## src/rtl/jericalla_sequencer.sv

```systemverilog
// Instruction issue controller for the jericalla 2-stage datapath.
// Fetches from an async ROM by pc, and tracks the register writes of the
// words in D and E in a 2-entry scoreboard. A bubble is inserted whenever the
// next word reads a register that one of those words will write.
//
// state | meaning
// ------+--------------------------------------------------------------
// IDLE  | waiting for start; NOP on instr_out
// RUN   | issuing one word per cycle, or a bubble on hazard
// DRAIN | program issued or halted; feeding NOPs until D and E are empty
// DONE  | single-cycle completion pulse, then back to IDLE
module jericalla_sequencer #(
  parameter int          PC_W      = 8,
  parameter int          CNT_W     = 16,
  parameter logic [7:0]  WE_MASK   = 8'h0F,
  parameter logic [17:0] NOP_INSTR = 18'h38000
) (
  input  logic             clk_jericalla,
  input  logic             rst_jericalla,
  input  logic             start,
  input  logic             halt,
  input  logic [PC_W-1:0]  pc_base,
  input  logic [PC_W-1:0]  prog_len,
  output logic [PC_W-1:0]  imem_addr,
  input  logic [17:0]      imem_data,
  output logic [17:0]      instr_out,
  output logic             instr_valid,
  output logic             stall,
  output logic             busy,
  output logic             done,
  output logic [CNT_W-1:0] issue_count,
  output logic [CNT_W-1:0] stall_count
);

  typedef enum logic [1:0] {
    S_IDLE  = 2'd0,
    S_RUN   = 2'd1,
    S_DRAIN = 2'd2,
    S_DONE  = 2'd3
  } state_t;

  state_t            state_q, state_d;
  logic [PC_W-1:0]   pc_q, pc_d;
  logic [PC_W-1:0]   len_q, len_d;
  logic [17:0]       instr_d;
  logic              valid_d;
  logic              stall_d;
  logic [CNT_W-1:0]  issue_d, stall_cnt_d;
  logic [CNT_W-1:0]  issue_sat, stall_sat;

  // Scoreboard: D mirrors the word on instr_out, E is the word one stage later
  logic              d_we_q, e_we_q, e_valid_q;
  logic [4:0]        d_wa_q, e_wa_q;

  logic [4:0]        cand_ra1, cand_ra2;
  logic              hit_d, hit_e, hazard;

  assign imem_addr = pc_q;
  assign busy      = (state_q == S_RUN) || (state_q == S_DRAIN);
  assign done      = (state_q == S_DONE);

  // Hazard detect on the ROM word about to be issued
  always_comb begin
    cand_ra1 = imem_data[9:5];
    cand_ra2 = imem_data[4:0];
    hit_d    = d_we_q && ((cand_ra1 == d_wa_q) || (cand_ra2 == d_wa_q));
    hit_e    = e_we_q && ((cand_ra1 == e_wa_q) || (cand_ra2 == e_wa_q));
    hazard   = (state_q == S_RUN) && (hit_d || hit_e);
  end

  // Saturating increments for the run statistics
  always_comb begin
    issue_sat = (issue_count == '1) ? issue_count : issue_count + CNT_W'(1);
    stall_sat = (stall_count == '1) ? stall_count : stall_count + CNT_W'(1);
  end

  // Next-state and next-output decode
  always_comb begin
    state_d     = state_q;
    pc_d        = pc_q;
    len_d       = len_q;
    instr_d     = NOP_INSTR;
    valid_d     = 1'b0;
    stall_d     = 1'b0;
    issue_d     = issue_count;
    stall_cnt_d = stall_count;
    case (state_q)
      S_IDLE: begin
        if (start) begin
          len_d       = prog_len;
          pc_d        = pc_base;
          issue_d     = '0;
          stall_cnt_d = '0;
          state_d     = (prog_len == '0) ? S_DRAIN : S_RUN;
        end
      end
      S_RUN: begin
        if (halt) begin
          state_d = S_DRAIN;
        end else if (hazard) begin
          stall_d     = 1'b1;
          stall_cnt_d = stall_sat;
        end else begin
          instr_d = imem_data;
          valid_d = 1'b1;
          pc_d    = pc_q + PC_W'(1);
          issue_d = issue_sat;
          if ((issue_count + CNT_W'(1)) == CNT_W'(len_q)) begin
            state_d = S_DRAIN;
          end
        end
      end
      S_DRAIN: begin
        if (!instr_valid && !e_valid_q) begin
          state_d = S_DONE;
        end
      end
      S_DONE: begin
        state_d = S_IDLE;
      end
      default: begin
        state_d = S_IDLE;
      end
    endcase
  end

  // State register
  always_ff @(posedge clk_jericalla) begin
    if (rst_jericalla) begin
      state_q <= S_IDLE;
    end else begin
      state_q <= state_d;
    end
  end

  // Issue register, pc, counters and scoreboard shift
  always_ff @(posedge clk_jericalla) begin
    if (rst_jericalla) begin
      pc_q        <= '0;
      len_q       <= '0;
      instr_out   <= NOP_INSTR;
      instr_valid <= 1'b0;
      stall       <= 1'b0;
      issue_count <= '0;
      stall_count <= '0;
      d_we_q      <= 1'b0;
      d_wa_q      <= '0;
      e_we_q      <= 1'b0;
      e_wa_q      <= '0;
      e_valid_q   <= 1'b0;
    end else begin
      pc_q        <= pc_d;
      len_q       <= len_d;
      instr_out   <= instr_d;
      instr_valid <= valid_d;
      stall       <= stall_d;
      issue_count <= issue_d;
      stall_count <= stall_cnt_d;
      d_we_q      <= WE_MASK[instr_d[17:15]] & valid_d;
      d_wa_q      <= instr_d[14:10];
      e_we_q      <= d_we_q;
      e_wa_q      <= d_wa_q;
      e_valid_q   <= instr_valid;
    end
  end

endmodule

```

## config.mk

```make
export PLATFORM = sky130hd
export DESIGN_NAME = jericalla_sequencer
export DESIGN_NICKNAME = d
export VERILOG_FILES = /design/src/rtl/jericalla_sequencer.sv
export SDC_FILE = /design/constraint.sdc
export NUM_CORES = 1
export LEC_CHECK = 0
export ABC_AREA = 1
export CORE_ASPECT_RATIO = 0.6
export CORE_MARGIN = 2
export CORE_UTILIZATION = 47
export CTS_CLUSTER_DIAMETER = 50
export DETAILED_ROUTE_END_ITERATION = 8
export PLACE_DENSITY = 0.83
export SYNTH_ARGS = -nofsm -noshare
export SYNTH_HDL_FRONTEND = slang
export SYNTH_SLANG_ARGS = --single-unit
```

## constraint.sdc

```tcl
create_clock -name clk_jericalla -period 4.05 [get_ports clk_jericalla]
set_clock_uncertainty 0.1 [all_clocks]
set_input_delay 1.215 -clock clk_jericalla [delete_from_list [all_inputs] [get_ports clk_jericalla]]
set_output_delay 1.215 -clock clk_jericalla [all_outputs]
set_load 0.005 [all_outputs]
```

==> results_dict.tcl <==
set metrics [dict create \
    crit_arrival_ns 3.40 \
    timing.rr.start "state_q[1]" \
    synth_area_sq_um 4220 \
    setup_viol 0 \
    antenna_found_initial 0 \
    intPower_uw 2030 \
    setup.worst_path.start "imem_data[8]" \
    syn_inst 631 \
    routedWlPerCell_um 14.2 \
    status "completed" \
    worstReg2RegEnd "instr_out[16]" \
    setup_ws_ns 0.777 \
    grt_pass1_wl_mm 19.6 \
    max_freq_ghz 0.306 \
    p_comb_frac 0.422 \
    reg2regPathDepth 7 \
    ios 100 \
    grt_max_degree 35 \
    htreeDepth 3 \
    drtIter0Drc 486 \
    grt-ovfl-total 0 \
    synthArstFlopShare 0 \
    nFillCells 713 \
    hold_viol_final 0 \
    routed_wl_mm 12.0 \
    p_sw_frac 0.398 \
    leakagePower_uw 0.00228 \
    fin_crit_sh 0.808 \
    die_x_um 126 \
    synth_edf_count 0 \
    synthTopCellsByArea "dfxtp_1 (37%), nand2_1 (14%), nor2_1 (9.8%)" \
    grt_pass1_vias 4185 \
    holdPathStages 2 \
    ctsLongestPathBuffers 2 \
    pwr-share-clk 0.232 \
    clock-root-buffer "clkbuf_16" \
    regToRegSetupSlack_ns 1.14 \
    clk_pin_slew_worst_paths_ns 0.06 \
    ir_worst_vdd_uv 338 \
    final_common_cell "nand2_1" \
    synth-seq-area-share 0.370 \
    drive_above_1_share 0.0575 \
    power_switching_uw 1340 \
    worst_slew_pin_slew_ns 0.661 \
    area_growth_pct 31.7 \
    antenna_cells 0 \
    cts_buffers 9 \
    drv_cap 0 \
    die_area_sq_um 9780 \
    clock_sinks 78 \
    cts-resized-gates 0 \
    dpl.hpwl_mm 8.80 \
    critPathLaunchType "primary input" \
    end_kind "register" \
    slew_headroom 0.559 \
    synth_top_area_share 0.370 \
    post-route-min-period_ns 3.27 \
    grt_use_total 0.249 \
    first_pass_iters 5 \
    port_buffers 99 \
    layout.nets 773 \
    via_per_inst 5.32 \
    synth_nets 677 \
    synth.distinct_cells 31 \
    cp.required_ns 4.17 \
    synth_top_area_cell "dfxtp_1" \
    die_y_um 77.4 \
    synth-main-ff-cell "dfxtp_1" \
    yosysWarningCount 0 \
    powerDensity_nw_per_um2 606 \
    sequentialPowerShare 0.346 \
    hold_buffers 0 \
    cts_setup_buffers 0 \
    rows 26 \
    avgSynthCellArea_sq_um 6.69 \
    cts_tree "built" \
    vias 4480 \
    hp-class "register to register" \
    drv_slew 0 \
    globalplace.congestion 0.992 \
    critPathMaxFanout 23 \
    crit_path_end "stall_count[12]" \
    ys_ff_latch 78 \
    drcViolationCount 0 \
    ant_nets 0 \
    start_util 0.489 \
    coreArea_sq_um 8620 \
    tns_ns 0 \
    critPathKind "primary input to register" \
    pre_cts_ws_ns 0.472 \
    clock_latency_ns 0.34 \
    rsz0062_at_grt "false" \
    final_cell_mix "nand2_1 (157), nor2_1 (110), clkdlybuf4s50_1 (99), dfxtp_1 (78), inv_1 (61)" \
]
-- metrics by stage --
stage	hold WS (ns)	cell area [sq um]	util	instances	total power (uW)
final	0.356	5560	0.645	842	3370
after global routing	0.362	5560	0.645	842	3580
after global placement	0.323	5280	0.612	828	2520
after floorplan	0.303	4220	-	631	2010
after detailed placement	0.333	5280	0.612	828	2570
after CTS	0.351	5560	0.645	842	3350
-- kinds of logic (layout without fill, tap and decap cells) --
family | Yosys count | in the layout | synth area share
AO/OA/AOI/OAI | 73 | 73 | 0.0955
XOR/XNOR | 30 | 30 | 0.0623
adder cells (fa/ha/maj) | 8 | 8 | 0.0237
buffers and inverters | 81 | 180 | 0.0801
flip-flops | 78 | 78 | 0.370
AND/OR/NAND/NOR | 361 | 361 | 0.368
-- power by group through the flow --
stage,clock (uW),combinational [uW],sequential [uW]
finish,783,1420,1170
global placement,0,1360,1160
detailed placement,0,1400,1170
CTS,789,1410,1150
floorplan,0,883,1130
global route,821,1580,1190
-- area by class of cell --
type | count | area (sq um) | area share
Multi-Input combinational cell | 472 | 2320 | 0.417
Sequential cell | 78 | 1560 | 0.281
Timing Repair Buffer | 103 | 1020 | 0.184
Inverter | 63 | 236 | 0.0426
Clock buffer | 9 | 225 | 0.0405
Tap cell | 112 | 140 | 0.0252
Clock inverter | 5 | 52.6 | 0.00946
-- routing by layer --
metal	wire, um	part of all wire	track usage
met1	5480	0.46	0.344
met5	0	0	0
met4	272	0.023	0.0967
met3	1190	0.099	0.0607
met2	5040	0.42	0.375
-- flip-flops by register name (all words and copies together) (netlist names), 2 cells and up --
| signal | cells |
|---|---|
| imem_addr | 8 |
| state_q | 2 |
| issue_count | 16 |
| instr_out | 14 |
| len_q | 8 |
| e_wa_q | 5 |
| stall_count | 16 |
| d_wa_q | 4 |
-- worst min-delay path by stage --
stage,from,to
6_report,d_we_q,e_we_q
5_1_grt,instr_valid,e_valid_q
4_1_cts,d_we_q,e_we_q
3_5_place_dp,d_we_q,e_we_q
3_3_place_gp,instr_valid,e_valid_q
2_1_floorplan,d_we_q,e_we_q
-- critical path, cell delays in order --
cell and delay [ns]:
clkdlybuf4s50_1 0.52, inv_1 0.08, nand2_1 0.07, nand2_1 0.05
nor2_1 0.15, nand3_1 0.09, nand2_1 0.07, nand2_1 0.05
nand2_2 0.12, nand2_1 0.10, nand2_2 0.32, clkinv_1 0.33
nand2_1 0.13, a21oi_1 0.08
-- cell usage after synthesis, types with 2 or more instances --
library cell    n
a21oi_1        34
a21oi_2         5
buf_2           3
buf_4           2
buf_6           3
clkbuf_1        9
clkinv_1        2
dfxtp_1        78
ha_1            8
inv_1          61
nand2_1       157
nand2_2         5
nand3_1        57
nand3_2         3
nand3b_1        5
nand4_1         7
nor2_1        110
nor2_2          3
nor2_4          3
nor3_1          2
nor4_1          5
o21ai_0        30
or2_2           3
xnor2_1         8
xor2_1         22
Note: power is estimated with default switching activity, not from simulation.
